`config.mk`:
```
export PLATFORM = sky130hd
export DESIGN_NAME = systolic_pe_mac_flat
export DESIGN_NICKNAME = d
export VERILOG_FILES = /design/src/rtl/systolic_pe_mac_if.sv /design/src/rtl/systolic_pe_mac.sv /design/src/flat_wrapper.sv
export SDC_FILE = /design/constraint.sdc
export NUM_CORES = 1
export LEC_CHECK = 0
export CAP_MARGIN = 0
export CORE_MARGIN = 3
export CORE_UTILIZATION = 57
export CTS_BUF_LIST = sky130_fd_sc_hd__clkbuf_8
export CTS_CLUSTER_SIZE = 8
export DETAILED_ROUTE_END_ITERATION = 8
export GPL_TIMING_DRIVEN = 1
export PLACE_DENSITY = 0.93
export SLEW_MARGIN = 20
export SYNTH_ARGS = -nofsm -noshare
export SYNTH_HDL_FRONTEND = slang
export SYNTH_SLANG_ARGS = --single-unit
```
`constraint.sdc`:
```
create_clock -name clk -period 2.8 [get_ports clk]
set_input_delay 0.42 -clock clk [delete_from_list [all_inputs] [get_ports clk]]
set_output_delay 0.42 -clock clk [all_outputs]
set_load 0.005 [all_outputs]
```
`src/rtl/systolic_pe_mac_if.sv`:
```
// Operand/result bundle between a systolic PE and its driver; master feeds operands, slave is the PE.
// ACC_W must match the PE instance it is bound to.
interface systolic_pe_mac_if #(
    parameter int ACC_W = 16
);
    logic             in_valid;
    logic [3:0]       a_in;
    logic [3:0]       b_in;
    logic             clear;
    logic [3:0]       a_out;
    logic [3:0]       b_out;
    logic             out_valid;
    logic [ACC_W-1:0] acc_out;
    logic             acc_valid;
    logic             acc_ovf;

    modport master (
        output in_valid, a_in, b_in, clear,
        input  a_out, b_out, out_valid, acc_out, acc_valid, acc_ovf
    );

    modport slave (
        input  in_valid, a_in, b_in, clear,
        output a_out, b_out, out_valid, acc_out, acc_valid, acc_ovf
    );
endinterface

```
`src/rtl/systolic_pe_mac.sv`:
```
// Systolic PE: forwards a/b with 1-cycle latency, MACs K_LEN valid products per result (valid+3 cycles).
// No backpressure: every cycle is consumed. Define PE_SAT_EN for saturating accumulation with sticky acc_ovf.
module vedic_mul2 (
    input  logic [1:0] a,
    input  logic [1:0] b,
    output logic [3:0] p
);
    logic x10, x01, x11, c1;
    assign x10  = a[1] & b[0];
    assign x01  = a[0] & b[1];
    assign x11  = a[1] & b[1];
    assign c1   = x10 & x01;
    assign p[0] = a[0] & b[0];
    assign p[1] = x10 ^ x01;
    assign p[2] = x11 ^ c1;
    assign p[3] = x11 & c1;
endmodule

module vedic_multu4 (
    input  logic [3:0] a,
    input  logic [3:0] b,
    output logic [7:0] p
);
    logic [3:0] q0, q1, q2, q3;

    vedic_mul2 u_ll (.a(a[1:0]), .b(b[1:0]), .p(q0));
    vedic_mul2 u_hl (.a(a[3:2]), .b(b[1:0]), .p(q1));
    vedic_mul2 u_lh (.a(a[1:0]), .b(b[3:2]), .p(q2));
    vedic_mul2 u_hh (.a(a[3:2]), .b(b[3:2]), .p(q3));

    // Cross terms share weight 4; the 2x2 partials are recombined by shifted addition.
    assign p = {4'b0000, q0} + {2'b00, q1, 2'b00} + {2'b00, q2, 2'b00} + {q3, 4'b0000};
endmodule

module systolic_pe_mac #(
    parameter int ACC_W = 16,
    parameter int K_LEN = 9
) (
    input  logic            clk,
    input  logic            rst,
    systolic_pe_mac_if.slave pe
);
    localparam int CNT_W = (K_LEN > 1) ? $clog2(K_LEN) : 1;
    localparam logic [CNT_W-1:0] LAST = CNT_W'(K_LEN - 1);

    logic [3:0]       a_q, b_q;
    logic             v_q, m_v;
    logic [7:0]       p, p_q;
    logic             pv_q;
    logic [ACC_W-1:0] acc, acc_res, acc_out_q;
    logic [CNT_W-1:0] count;
    logic             acc_valid_q;

    vedic_multu4 u_mul (.a(a_q), .b(b_q), .p(p));

`ifdef PE_SAT_EN
    localparam int SUM_W = ACC_W + 1;
    logic [ACC_W:0] sum_w;
    logic           ovf_hit, ovf_q;

    always_comb begin
        sum_w   = {1'b0, acc} + SUM_W'(p_q);
        ovf_hit = sum_w[ACC_W];
        acc_res = ovf_hit ? {ACC_W{1'b1}} : sum_w[ACC_W-1:0];
    end

    always_ff @(posedge clk) begin
        if (rst)
            ovf_q <= 1'b0;
        else if (pv_q && !pe.clear && ovf_hit)
            ovf_q <= 1'b1;
    end

    assign pe.acc_ovf = ovf_q;
`else
    always_comb begin
        acc_res = acc + ACC_W'(p_q);
    end

    assign pe.acc_ovf = 1'b0;
`endif

    always_ff @(posedge clk) begin
        if (rst) begin
            a_q         <= '0;
            b_q         <= '0;
            v_q         <= 1'b0;
            m_v         <= 1'b0;
            p_q         <= '0;
            pv_q        <= 1'b0;
            acc         <= '0;
            count       <= '0;
            acc_out_q   <= '0;
            acc_valid_q <= 1'b0;
        end else begin
            a_q         <= pe.a_in;
            b_q         <= pe.b_in;
            v_q         <= pe.in_valid;
            m_v         <= pe.in_valid;
            p_q         <= p;
            pv_q        <= m_v & ~pe.clear;
            acc_valid_q <= 1'b0;
            // clear also kills the product in pv_q, so it wins over a completing window.
            if (pe.clear) begin
                acc   <= '0;
                count <= '0;
            end else if (pv_q) begin
                if (count == LAST) begin
                    acc_out_q   <= acc_res;
                    acc_valid_q <= 1'b1;
                    acc         <= '0;
                    count       <= '0;
                end else begin
                    acc   <= acc_res;
                    count <= count + 1'b1;
                end
            end
        end
    end

    assign pe.a_out     = a_q;
    assign pe.b_out     = b_q;
    assign pe.out_valid = v_q;
    assign pe.acc_out   = acc_out_q;
    assign pe.acc_valid = acc_valid_q;
endmodule

```
`src/flat_wrapper.sv`:
```
// flat-port wrapper written by rule: the top's interface ports become plain ports
module systolic_pe_mac_flat 
#(
    parameter int ACC_W = 16,
    parameter int K_LEN = 9
)
  (clk, rst, pe_in_valid, pe_a_in, pe_b_in, pe_clear, pe_a_out, pe_b_out, pe_out_valid, pe_acc_out, pe_acc_valid, pe_acc_ovf);
  systolic_pe_mac_if #(.ACC_W(ACC_W)) pe_i ();
  input  logic clk;
  input  logic rst;
  input wire logic [$bits(pe_i.in_valid)-1:0] pe_in_valid;
  input wire logic [$bits(pe_i.a_in)-1:0] pe_a_in;
  input wire logic [$bits(pe_i.b_in)-1:0] pe_b_in;
  input wire logic [$bits(pe_i.clear)-1:0] pe_clear;
  output wire logic [$bits(pe_i.a_out)-1:0] pe_a_out;
  output wire logic [$bits(pe_i.b_out)-1:0] pe_b_out;
  output wire logic [$bits(pe_i.out_valid)-1:0] pe_out_valid;
  output wire logic [$bits(pe_i.acc_out)-1:0] pe_acc_out;
  output wire logic [$bits(pe_i.acc_valid)-1:0] pe_acc_valid;
  output wire logic [$bits(pe_i.acc_ovf)-1:0] pe_acc_ovf;
  assign pe_i.in_valid = pe_in_valid;
  assign pe_i.a_in = pe_a_in;
  assign pe_i.b_in = pe_b_in;
  assign pe_i.clear = pe_clear;
  assign pe_a_out = pe_i.a_out;
  assign pe_b_out = pe_i.b_out;
  assign pe_out_valid = pe_i.out_valid;
  assign pe_acc_out = pe_i.acc_out;
  assign pe_acc_valid = pe_i.acc_valid;
  assign pe_acc_ovf = pe_i.acc_ovf;
  systolic_pe_mac #(.ACC_W(ACC_W), .K_LEN(K_LEN)) u_core (.clk(clk), .rst(rst), .pe(pe_i));
endmodule
```
# --- Yosys cells after proc, flatten, opt, wreduce, memory -nomap -nowiden ---
# Cells that the tools add are included.
totals:
  input_bits: 12
  word_cells: 56
  ff_bits: 55
  out_inout_bits: 27
op_classes:
  muxes: 3
  bitwise_logic: 35
  n_eq_ne: 1
  addsub: 5
  reduce_logical: 3
op_table:
  columns: ["cell", "count"]
  rows:
  - ["AND 1 bit", 25]
  - ["adder 16 x 8 -> 16 bit", 1]
  - ["two-way mux 16 bit", 1]
  - ["adder 7 x 6 -> 8 bit", 1]
  - ["adder 8 bit", 1]
  - ["XOR 1 bit", 8]
  - ["adder 4 x 6 -> 7 bit", 1]
  - ["adder 4 x 1 -> 4 bit, second input constant", 1]
  - ["equality test 4 bit, second input constant", 1]
  - ["two-way mux 4 bit", 1]
  - ["AND reduction 3 bit", 1]
  - ["OR reduction 3 bit", 1]
  - ["inverter 1 bit", 2]
  - ["OR reduction 2 bit", 1]
  - ["two-way mux 1 bit", 1]

# --- Longest topological paths before layout ---
# Gate-level depths: netlist of run 1.
logic_depth:
  depth_word: 6
  mapped_depth: 14
  ltp_nobuf: 14

# --- Hierarchy ---
# Synthesis of run 1 repeated with hierarchy kept, for this count alone.
hier_totals:
  cells_unflattened: 339
  area_unflattened_um2: 3022.9
by_module_without_submodules:
  columns: ["module", "seq_area_each_um2", "area_per_inst_um2", "cells_each", "n_inst"]
  rows:
  - ["systolic_pe_mac", 1101.1, 2479.9, 276, 1]
  - ["vedic_multu4", 0.0, 342.8, 39, 1]
  - ["vedic_mul2", 0.0, 50.0, 6, 4]

# --- Worst setup path after synthesis of run 1 ---
# No wires, ideal clock.
synth_path:
  kind: "reg-to-reg"
  start: "reg u_core.b_q[0] (netlist: u_core.pe.b_out[0])"
  end: "reg u_core.p_q[6]"
  setup_slack_ns: 0.315
  synth_period_minus_slack_ns: 2.485
  required_ns: 2.672
  t_arrival_ns: 2.358
  setup_ns: 0.128
  path_buffers: 0
  stages_incl_launch_ff: 12
  cell_sequence: "dfxtp_1 -> and2_1 -> ha_1 -> ha_1 -> inv_1 -> fa_1 -> inv_1 -> ha_1 -> a21o_1 -> a21oi_1 -> xor2_1 -> nor2_1"
synth_between:
  elab_chain_len: 6
  elab_cells_between_ends: 15
  classes_between: "3 x add/sub; 12 x bitwise"
synth_rtl:
  columns: ["item", "line_no", "text"]
  rows:
  - ["from (decl)", "systolic_pe_mac.sv:46", "logic [3:0] a_q, b_q;"]
  - ["from (signal assigned)", "systolic_pe_mac.sv:97", "b_q <= pe.b_in;"]
  - ["AND 1 bit", "systolic_pe_mac.sv:9", "assign x10 = a[1] & b[0];"]
  - ["AND 1 bit", "systolic_pe_mac.sv:12", "assign c1 = x10 & x01;"]
  - ["XOR 1 bit / AND 1 bit (equally long branches)", "systolic_pe_mac.sv:15, systolic_pe_mac.sv:16", null]
  - ["adder 4 x 6 -> 7 bit (*)", "systolic_pe_mac.sv:32", "assign p = {4'b0000, q0} + {2'b00, q1, 2'b00} + {2'b00, q2, 2'b00} + {q3, 4'b0000};"]
  - ["adder 7 x 6 -> 8 bit (*)", "systolic_pe_mac.sv:32", null]
  - ["adder 8 bit (*)", "systolic_pe_mac.sv:32", null]
  - ["to (signal assigned)", "systolic_pe_mac.sv:100", "p_q <= p;"]
  - ["to (decl)", "systolic_pe_mac.sv:48", "logic [7:0] p, p_q;"]
# Every way passes the cells marked *; elsewhere a longest branch is shown, timed or not.
# A chain may end at the register's enable or synchronous reset.

# --- Worst setup path after layout of run 1 ---
layout_path:
  start: "reg u_core.a_q[1] (netlist: u_core.pe.a_out[1])"
  end: "reg u_core.p_q[7]"
layout_between:
  elab_chain_len: 6
  elab_cells_between_ends: 15
  classes_between: "3 x add/sub; 12 x bitwise"
layout_rtl:
  columns: ["item", "line_no", "text"]
  rows:
  - ["from (decl)", "systolic_pe_mac.sv:46", null]
  - ["from (signal assigned)", "systolic_pe_mac.sv:96", "a_q <= pe.a_in;"]
  - ["AND 1 bit", "systolic_pe_mac.sv:9", null]
  - ["AND 1 bit", "systolic_pe_mac.sv:12", null]
  - ["XOR 1 bit / AND 1 bit (equally long branches)", "systolic_pe_mac.sv:15, systolic_pe_mac.sv:16", null]
  - ["adder 4 x 6 -> 7 bit", "systolic_pe_mac.sv:32", null]
  - ["adder 7 x 6 -> 8 bit (*)", "systolic_pe_mac.sv:32", null]
  - ["adder 8 bit (*)", "systolic_pe_mac.sv:32", null]
# Marked as above.

==> results.tsv, run 1 <==
metric	value	unit
status	completed	
antenna_found_initial	0	
cts-hold-fix-buffers	0	
maxSlewHeadroom	0.5232	
r2r_slack	140	ps
synthTopCellsByArea	dfxtp_1, ha_1, nand2_1	
cts_tree	built	
total_power	1510	µW
vias	2432	
drtAntennaViolNets	0	
clkPwrFrac	0.403	
cp_max_fo	5	
grt_overflow	0	
layoutNonFillerInstCount	434	
h-tree-depth	2	
drt_wl_total	6290	µm
yosysUniqueCellTypes	48	
drt_iter0_markers	165	
p_sw_frac	0.2074	
met1_usage	0.2642	
max_clock_freq	0.3760	GHz
synthTopCellsByCount	dfxtp_1, nand2_1, nor2_1	
grt_pass1_wl	10890	µm
endpoint_kind	flop	
diodes	0	
finalSetupViolations	0	
dp_cells	426	
totalNegativeSetupSlack	0	ps
syn_nets	372	
post-dp-hpwl	4570	µm
met3_usage	0.04408	
fin_util	0.7156	
dieWidth	77.40	µm
power_frac_comb	0.065	
portBuffers	37	
reg2reg_to	u_core.p_q[7]$_SDFF_PP0_	
synth_ff_type	dfxtp_1	
r2r_start	u_core.pe.a_out[1]$_SDFF_PP0_	
synth_area	2905	µm²
cts.sinks	55	
worstMarginPinSlew	715.2	ps
period_needed	2659	ps
viasPerCell	5.604	
first_pass_iters	4	
crit_required	3010	ps
fin_crit_sh	0.9498	
first_global_vias	2385	
synth_most_common_cell	dfxtp_1	
cts.clk_slew.worst_paths	100	ps
p_switching	313.1	µW
final_nets	406	
r2r_cells	12	
chipHeight	77.40	µm
grt_use_met2	0.4033	
final_hold_viol_count	0	
crit_type	reg -> reg	
grt_use_total	0.2266	
cap_violations	0	
rsz0062_at_grt	no	
finClkSkew	6.352	ps
wl_per_cell	14.49	µm
critPathLaunchType	flop	
syn_inst	332	
leakagePower	0.001373	µW
vdd_drop_max	262.0	µV
numCtsBuffers	5	
holdCritPathClass	reg -> reg	
drive_above_1_share	0.05995	
power_density	438.0	nW/µm²
p_int	1197	µW
yosysTopAreaCell	dfxtp_1	
core	4817	µm²
cts-root-buf	clkbuf_8	
gp_congestion	0.8680	
grt_max_degree	30	
clk_latency	310	ps
die_area	5990	µm²
io_pins	39	
clk_path_buf_depth	2	
final-max-slew-violation-count	0	
hold_start	u_core.pe.acc_out[2]$_SDFFE_PP0P_	
worstPathArrival	2870	ps
synthToLayoutAreaGrowth	18.65	%
ys_ff_latch	55	
yosysTopAreaCellShare	0.3790	
start_util	0.6031	
row_count	25	
seqPwrFrac	0.533	
whs_endpoint	u_core.pe.acc_out[2]$_SDFFE_PP0P_	
top_usage_layer	met2	
avgSynthCellArea	8.751	µm²
route.detailed.drc	0	
synth-edff-count	0	
yosysSeqAreaShare	0.3790	
synthArstFlopShare	0	
whs_path_depth	2	
ys.warnings.count	0	
## worst max path at each step
stage | start | endpoint | slack (ps) | depth (start not counted)
2_1_floorplan | u_core.pe.b_out[0]$_SDFF_PP0_ | u_core.p_q[6]$_SDFF_PP0_ | 310 | 11
3_3_place_gp | u_core.pe.a_out[1]$_SDFF_PP0_ | u_core.p_q[7]$_SDFF_PP0_ | 280 | 12
3_5_place_dp | u_core.pe.b_out[1]$_SDFF_PP0_ | u_core.p_q[7]$_SDFF_PP0_ | 140 | 14
4_1_cts | u_core.pe.b_out[1]$_SDFF_PP0_ | u_core.p_q[7]$_SDFF_PP0_ | 120 | 14
5_1_grt | u_core.pe.b_out[1]$_SDFF_PP0_ | u_core.p_q[7]$_SDFF_PP0_ | 4 | 14
6_report | u_core.pe.a_out[1]$_SDFF_PP0_ | u_core.p_q[7]$_SDFF_PP0_ | 140 | 12
## area by class of cell
type | count | area (µm²)
multi-input combinational | 240 | 1639
fill | 385 | 1370
sequential | 55 | 1106
timing repair buffer | 40 | 392.9
inverter | 24 | 92.59
tap | 67 | 83.83
clock buffer | 5 | 68.82
clock inverter | 3 | 63.81
## flip-flops by register name, indices dropped and copies added, names as in the netlist
| name | cells |
|---|---|
| u_core.acc | 16 |
| u_core.pe.acc_out | 16 |
| u_core.p_q | 8 |
| u_core.count | 4 |
| u_core.pe.a_out | 4 |
| u_core.pe.b_out | 4 |
| u_core.pe.acc_valid | 1 |
| u_core.pe.out_valid | 1 |
| u_core.pv_q | 1 |
## per-stage QoR
step	hold slack, ps	setup slack [ps]	instance area, µm²
after CTS	459.6	118.7	3442
final	459.0	140.5	3447
after global routing	482.2	3.727	3447
after detailed placement	447.0	135.7	3309
after floorplan	431.5	314.7	2905
after global placement	442.6	281.1	3309
## routing by layer
metal  part of all wire  wire, µm  vias up
met4              0.021       131        0
met2               0.51      3223       59
met5                  0         0        -
li1                   -         -     1204
met1               0.42      2668     1158
met3              0.042       266       11
## critical path: stages (launching register included)
cell and delay (ps):
dfxtp_2 350, and2_1 160, ha_1 190, ha_1 290, fa_1 440, ha_1 220, inv_1 80, fa_1 210
inv_1 50, a21o_1 180, a21oi_1 180, xor2_1 170, nor2_1 50
## cells by family (layout without fill, tap and decap cells)
| family | count (synthesis) | after routing | share of synthesized area |
|---|---|---|---|
| muxes | 1 | 1 | 0.003445 |
| buffers and inverters | 37 | 72 | 0.05684 |
| DFF | 55 | 55 | 0.3790 |
| AOI/OAI and AO/OA | 66 | 66 | 0.1525 |
| other | 1 | 1 | 0.001291 |
| xor gates and xnor gates | 12 | 12 | 0.03618 |
| adders and majority gates | 28 | 28 | 0.1361 |
| and+or+nand+nor | 132 | 132 | 0.2347 |
## placed cells by master (no fill, tap or decap), types with 2 or more instances in the layout
cell	synthesis	final
a31o_2	3	3
bufinv_16	0	2
nor2_1	30	30
dfxtp_2	0	4
or4_1	3	3
buf_4	2	3
a221oi_1	2	2
a211oi_1	7	7
xor2_1	4	4
nor3b_1	2	2
nand3b_1	6	6
and2_1	17	17
and3_1	3	3
or3_1	5	5
a22oi_1	4	4
or2_2	2	2
o21ai_0	9	9
clkbuf_8	0	5
dfxtp_1	55	51
ha_1	22	22
clkdlybuf4s50_1	0	37
nand4_1	2	2
nand2_1	33	33
a211o_1	2	2
a21oi_1	21	21
o211ai_1	7	7
fa_1	6	6
a21boi_0	2	2
a21o_1	4	4
inv_1	23	24
xnor2_1	8	8
nand3_1	9	9
nor2b_1	12	12
## power by group through the flow
stage	Sequential [µW]	Combinational (µW)	Clock, µW
final	804	97.6	608
after global routing	806	108	646
after CTS	804	96.9	617
after floorplan	819	54.9	0
after detailed placement	822	95.4	0
after global placement	821	92.6	0
## what timing repair did
action | 4_1_cts | 5_1_grt
gates resized for setup | 0 | 4
endpoints found under the setup margin | 0 | 2
setup buffers | 0 | 0
(Power assumes the default switching activity.)
==> inputs of run 2 (changes only) <==
- PLACE_DENSITY: 0.93 -> not set
- PLACE_DENSITY_LB_ADDON: not set -> 0.25
- RECOVER_POWER: not set -> 25
==> run 2 against run 1 <==
- non-clock buffer count grew 4
- total power shrank 4.4%
- cell area grew 0.33%
- utilization grew 0.23 points
- clock skew shrank 3.7 ps
- wire length shrank 2.7%
- largest cell class unchanged
- highest routed layer unchanged
==> results.tsv, run 2 (synthesized netlist as in run 1, its figures left out) <==
metric	value	unit
status	completed	
drtAntennaViolNets	0	
viasPerCell	5.381	
r2r_cells	14	
row_count	25	
start_util	0.6031	
final_nets	410	
p_switching	309.9	µW
grt_pass1_wl	11070	µm
route.detailed.drc	0	
fin_crit_sh	0.9203	
crit_chain	and2_1 > ha_1 > ha_1 > inv_1 > fa_1 > inv_1 > ha_1 > inv_1 > fa_1 > inv_1 > a21o_1 > a21oi_1 > xor2_1 > nor2_1	
total_power	1444	µW
cp_slowest_cell	fa_1	
period_needed	2577	ps
cts_tree	built	
multi_input_area	1639	µm²
critPathTopFamily	adder cells	
cts-root-buf	clkbuf_8	
fillers	406	
cp_max_fo	5	
maxSlewHeadroom	0.5017	
portBuffers	37	
wl_per_cell	13.97	µm
worstMarginPinSlew	747.5	ps
antenna_found_initial	0	
leakagePower	0.001388	µW
layout_setup_ws	223.1	ps
finalSetupViolations	0	
holdCritPathClass	reg -> reg	
dieWidth	77.40	µm
cts.clk_slew.worst_paths	90	ps
clkPwrFrac	0.375	
layoutNonFillerInstCount	438	
final_cell_mix	dfxtp_1, clkdlybuf4s50_1, nand2_1, nor2_1, inv_1	
hold_start	u_core.pe.acc_out[2]$_SDFFE_PP0P_	
dp_cells	430	
critPathLaunchType	flop	
vias	2357	
whs_endpoint	u_core.pe.acc_out[2]$_SDFFE_PP0P_	
reg2reg_to	u_core.p_q[7]$_SDFF_PP0_	
cts-hold-fix-buffers	0	
cp.buffers_inverters	4	
drive_above_1_share	0.06739	
diodes	0	
fin_util	0.7179	
crit_top_cell	inv_1	
chipHeight	77.40	µm
rsz0062_at_grt	no	
cap_violations	0	
cpPeakStageDelay	540	ps
synthToLayoutAreaGrowth	19.04	%
seqPwrFrac	0.557	
final-max-slew-violation-count	0	
crit_required	3010	ps
endpoint_kind	flop	
h-tree-depth	2	
final_hold_viol_count	0	
grt_max_degree	18	
cts.sinks	55	
vdd_drop_max	359.9	µV
max_clock_freq	0.3881	GHz
post-dp-hpwl	4573	µm
p_sw_frac	0.2146	
numCtsBuffers	5	
first_pass_iters	4	
core	4817	µm²
totalNegativeSetupSlack	0	ps
crit_type	reg -> reg	
r2r_start	u_core.pe.a_out[0]$_SDFF_PP0_	
finClkSkew	2.645	ps
first_global_vias	2443	
place_ws	202.4	ps
gp_congestion	0.8526	
power_frac_comb	0.068	
whs_path_depth	2	
drt_iter0_markers	115	
clk_path_buf_depth	2	
die_area	5990	µm²
io_pins	39	
mostFrequentLayoutCell	dfxtp_1	
p_int	1134	µW
power_density	417.5	nW/µm²
grt_use_total	0.2272	
drt_wl_total	6118	µm
grt_overflow	0	
clk_latency	310	ps
worstPathArrival	2790	ps
r2r_slack	220	ps
seqCellArea	1106	µm²
-- run 2: cell types whose count changed in the layout (fill, tap and decap cells not counted), sizes merged --
cell	before	now
buf	3	6
clkdlybuf4s50	37	34
dlygate4sd3	0	3
clkbuf	5	7
bufinv	2	1
clkinv	0	1
inv	25	24
-- run 2: power groups by stage --
stage,registers (µW),clock network [µW],logic (µW)
after global routing,806,577,112
after global placement,820,0,97.4
final,804,542,98.5
after CTS,803,556,101
after floorplan,819,0,54.9
after detailed placement,821,0,99.8
-- run 2: routing by layer --
metal	track usage	routed length (µm)	vias to the layer above
li1	-	-	1210
met1	0.2873	2828	1084
met2	0.3826	2888	55
met3	0.04408	324	8
met4	0.08719	77	0
met5	0	0	-
-- run 2: worst max-delay path by stage --
| stage | startpoint | endpoint | cells past startpoint |
|---|---|---|---|
| 6_report | u_core.pe.a_out[0]$_SDFF_PP0_ | u_core.p_q[7]$_SDFF_PP0_ | 14 |
| 5_1_grt | u_core.pe.b_out[0]$_SDFF_PP0_ | u_core.p_q[7]$_SDFF_PP0_ | 14 |
| 4_1_cts | u_core.pe.b_out[1]$_SDFF_PP0_ | u_core.p_q[7]$_SDFF_PP0_ | 14 |
| 3_5_place_dp | u_core.pe.b_out[0]$_SDFF_PP0_ | u_core.p_q[7]$_SDFF_PP0_ | 14 |
| 3_3_place_gp | u_core.pe.b_out[0]$_SDFF_PP0_ | u_core.p_q[7]$_SDFF_PP0_ | 14 |
| 2_1_floorplan | u_core.pe.b_out[0]$_SDFF_PP0_ | u_core.p_q[6]$_SDFF_PP0_ | 11 |
-- run 2: per-stage QoR --
step / instance area [µm²] / hold slack [ps]
after global routing: 3458 / 480.7
after global placement: 3339 / 444.4
final: 3458 / 458.0
after detailed placement: 3339 / 447.0
after floorplan: 2905 / 431.5
after CTS: 3457 / 460.7
-- run 2: timing repair --
item | 4_1_cts | 5_1_grt
endpoints found under the setup margin | 0 | 1
setup buffers | 0 | 0
gates resized for setup | 0 | 4
-- run 2: worst register-to-register path, cell delays in order (launching register included) --
cell and delay, ps:
dfxtp_2 370, and2_1 140, ha_1 150, ha_1 140, inv_1 50, fa_1 540
inv_1 50, ha_1 210, inv_1 70, fa_1 190, inv_1 50, a21o_1 160
a21oi_1 160, xor2_1 160, nor2_1 50
-- run 2: final cells by class --
cell class,count,share of cell area
Multi-Input combinational cell,240,0.4739
Sequential cell,55,0.3198
Timing Repair Buffer,44,0.1212
Inverter,24,0.02677
Tap cell,67,0.02424
Clock buffer,6,0.02388
Clock inverter,2,0.01013
==> inputs of run 3 (changes only) <==
- CORE_UTILIZATION: 57 -> 40
- SETUP_SLACK_MARGIN: not set -> 0.3
==> run 3 against run 2 <==
- combinational power increased by 18%
- highest routed layer unchanged
- clock power decreased by 12%
- non-clock buffer count increased by 10
- largest cell class unchanged
- utilization decreased by 19 points
- clock-buffer cell count increased by 1
- fmax increased by 2.0%
- total power decreased by 3.5%
- critical path depth decreased by 3
- largest power group unchanged
- cell area increased by 6.3%
==> results.tsv, run 3 (synthesized netlist as in run 1, its figures left out) <==
metric	value	unit
dieWidth	91.23	µm
final-max-slew-violation-count	0	
final_cell_mix	dfxtp_1, clkdlybuf4s50_1, nand2_1, nor2_1, inv_1	
finClkSkew	7.465	ps
drive_above_1_share	0.1627	
final_hold_viol_count	0	
drt_iter0_markers	144	
io_pins	39	
cts.clk_slew.worst_paths	90	ps
viasPerCell	4.954	
crit_type	reg -> reg	
critPathTopFamily	adder cells	
mostFrequentLayoutCell	dfxtp_1	
holdCritPathClass	reg -> reg	
totalNegativeSetupSlack	0	ps
cts.sinks	55	
cap_violations	0	
clk_latency	310	ps
row_count	30	
diodes	0	
crit_required	2960	ps
grt_max_degree	30	
fin_crit_sh	0.9021	
post-dp-hpwl	4545	µm
endpoint_kind	flop	
route.detailed.drc	0	
final_nets	420	
grt_overflow	0	
fin_util	0.5321	
first_global_vias	2306	
first_pass_iters	4	
start_util	0.4207	
chipHeight	91.23	µm
fillers	648	
period_needed	2526	ps
max_clock_freq	0.3959	GHz
total_power	1394	µW
multi_input_area	1757	µm²
core	6907	µm²
seqCellArea	1111	µm²
status	completed	
power_density	379.2	nW/µm²
antenna_found_initial	0	
vdd_drop_max	217.0	µV
maxSlewHeadroom	0.1921	
worstPathArrival	2690	ps
crit_chain	and2_4 > ha_4 > ha_4 > inv_1 > fa_1 > inv_1 > ha_1 > a21o_1 > a21oi_2 > xor2_1 > nor2_1	
cp.buffers_inverters	2	
critPathLaunchType	flop	
numCtsBuffers	5	
die_area	8322	µm²
rsz0062_at_grt	yes	
drtAntennaViolNets	0	
clk_path_buf_depth	2	
drt_wl_total	6316	µm
cts-root-buf	clkbuf_8	
gp_congestion	0.8549	
cpPeakStageDelay	560	ps
cp_max_fo	4	
wl_per_cell	13.24	µm
h-tree-depth	2	
grt_pass1_wl	10690	µm
leakagePower	0.001430	µW
vias	2363	
cts_tree	built	
synthToLayoutAreaGrowth	26.49	%
cp_slowest_cell	fa_1	
grt_use_total	0.1558	
finalSetupViolations	0	
portBuffers	37	
worstMarginPinSlew	1212	ps
[run 3: cell count changes in the layout (fill, tap and decap cells not counted), sizes merged]
cell / before / now
buf: 6 / 16
bufinv: 1 / 0
clkbuf: 7 / 8
clkdlybuf4s50: 34 / 35
clkinv: 1 / 0
dlygate4sd3: 3 / 2
inv: 24 / 25
[run 3: final cells by class]
class,instances,share of cell area
inverter,24,0.02520
tap,96,0.03269
clock inverter,1,0.001021
timing repair buffer,54,0.1345
clock buffer,7,0.02622
multi-input combinational,240,0.4780
sequential,55,0.3024
[run 3: worst paths after layout]
path                                           from                                 to  slack, ps  cells past startpoint
setup / recovery      u_core.pe.b_out[1]$_SDFF_PP0_           u_core.p_q[6]$_SDFF_PP0_        270                     11
hold / removal    u_core.pe.acc_out[2]$_SDFFE_PP0P_  u_core.pe.acc_out[2]$_SDFFE_PP0P_        460                      2
setup reg to reg      u_core.pe.b_out[1]$_SDFF_PP0_           u_core.p_q[6]$_SDFF_PP0_        270                     11
hold reg to reg   u_core.pe.acc_out[2]$_SDFFE_PP0P_  u_core.pe.acc_out[2]$_SDFFE_PP0P_        460                      2
[run 3: power breakdown]
part | switching [µW] | leakage, µW | internal, µW | total (µW)
Clock | 252 | 0.0000557 | 223 | 475
Combinational | 55.3 | 0.000926 | 60.8 | 116
Sequential | 7.96 | 0.000448 | 795 | 803
[run 3: layer usage]
layer,track usage,wire (µm),vias to the layer above
met5,0,0,-
met4,0.04146,71,0
met3,0.02983,191,5
met2,0.2667,3029,32
met1,0.2004,3023,1097
li1,-,-,1229
[run 3: what timing repair did]
item,CTS,global route
setup endpoints to repair,2,5
pin swaps,7,14
setup buffers,6,3
gates resized for setup,12,25
hold buffers,0,0
gates cloned,0,0
[run 3: worst register-to-register path, cell delays in order (launching register included)]
cell,delay (ps)
dfxtp_2,340
and2_4,160
ha_4,150
ha_4,250
inv_1,40
fa_1,560
inv_1,60
ha_1,260
a21o_1,180
a21oi_2,150
xor2_1,180
nor2_1,50
[run 3: through the flow]
step / worst slack [ps] / cells / cell area (µm²) / hold WS [ps]
final: 274.2 / 477 / 3675 / 460.7
after global routing: 132.1 / 477 / 3675 / 491.4
after CTS: 303.0 / 474 / 3553 / 464.0
after detailed placement: 186.5 / 460 / 3383 / 448.8
after global placement: 260.4 / 460 / 3383 / 444.2
after floorplan: 314.7 / 332 / 2905 / 431.5
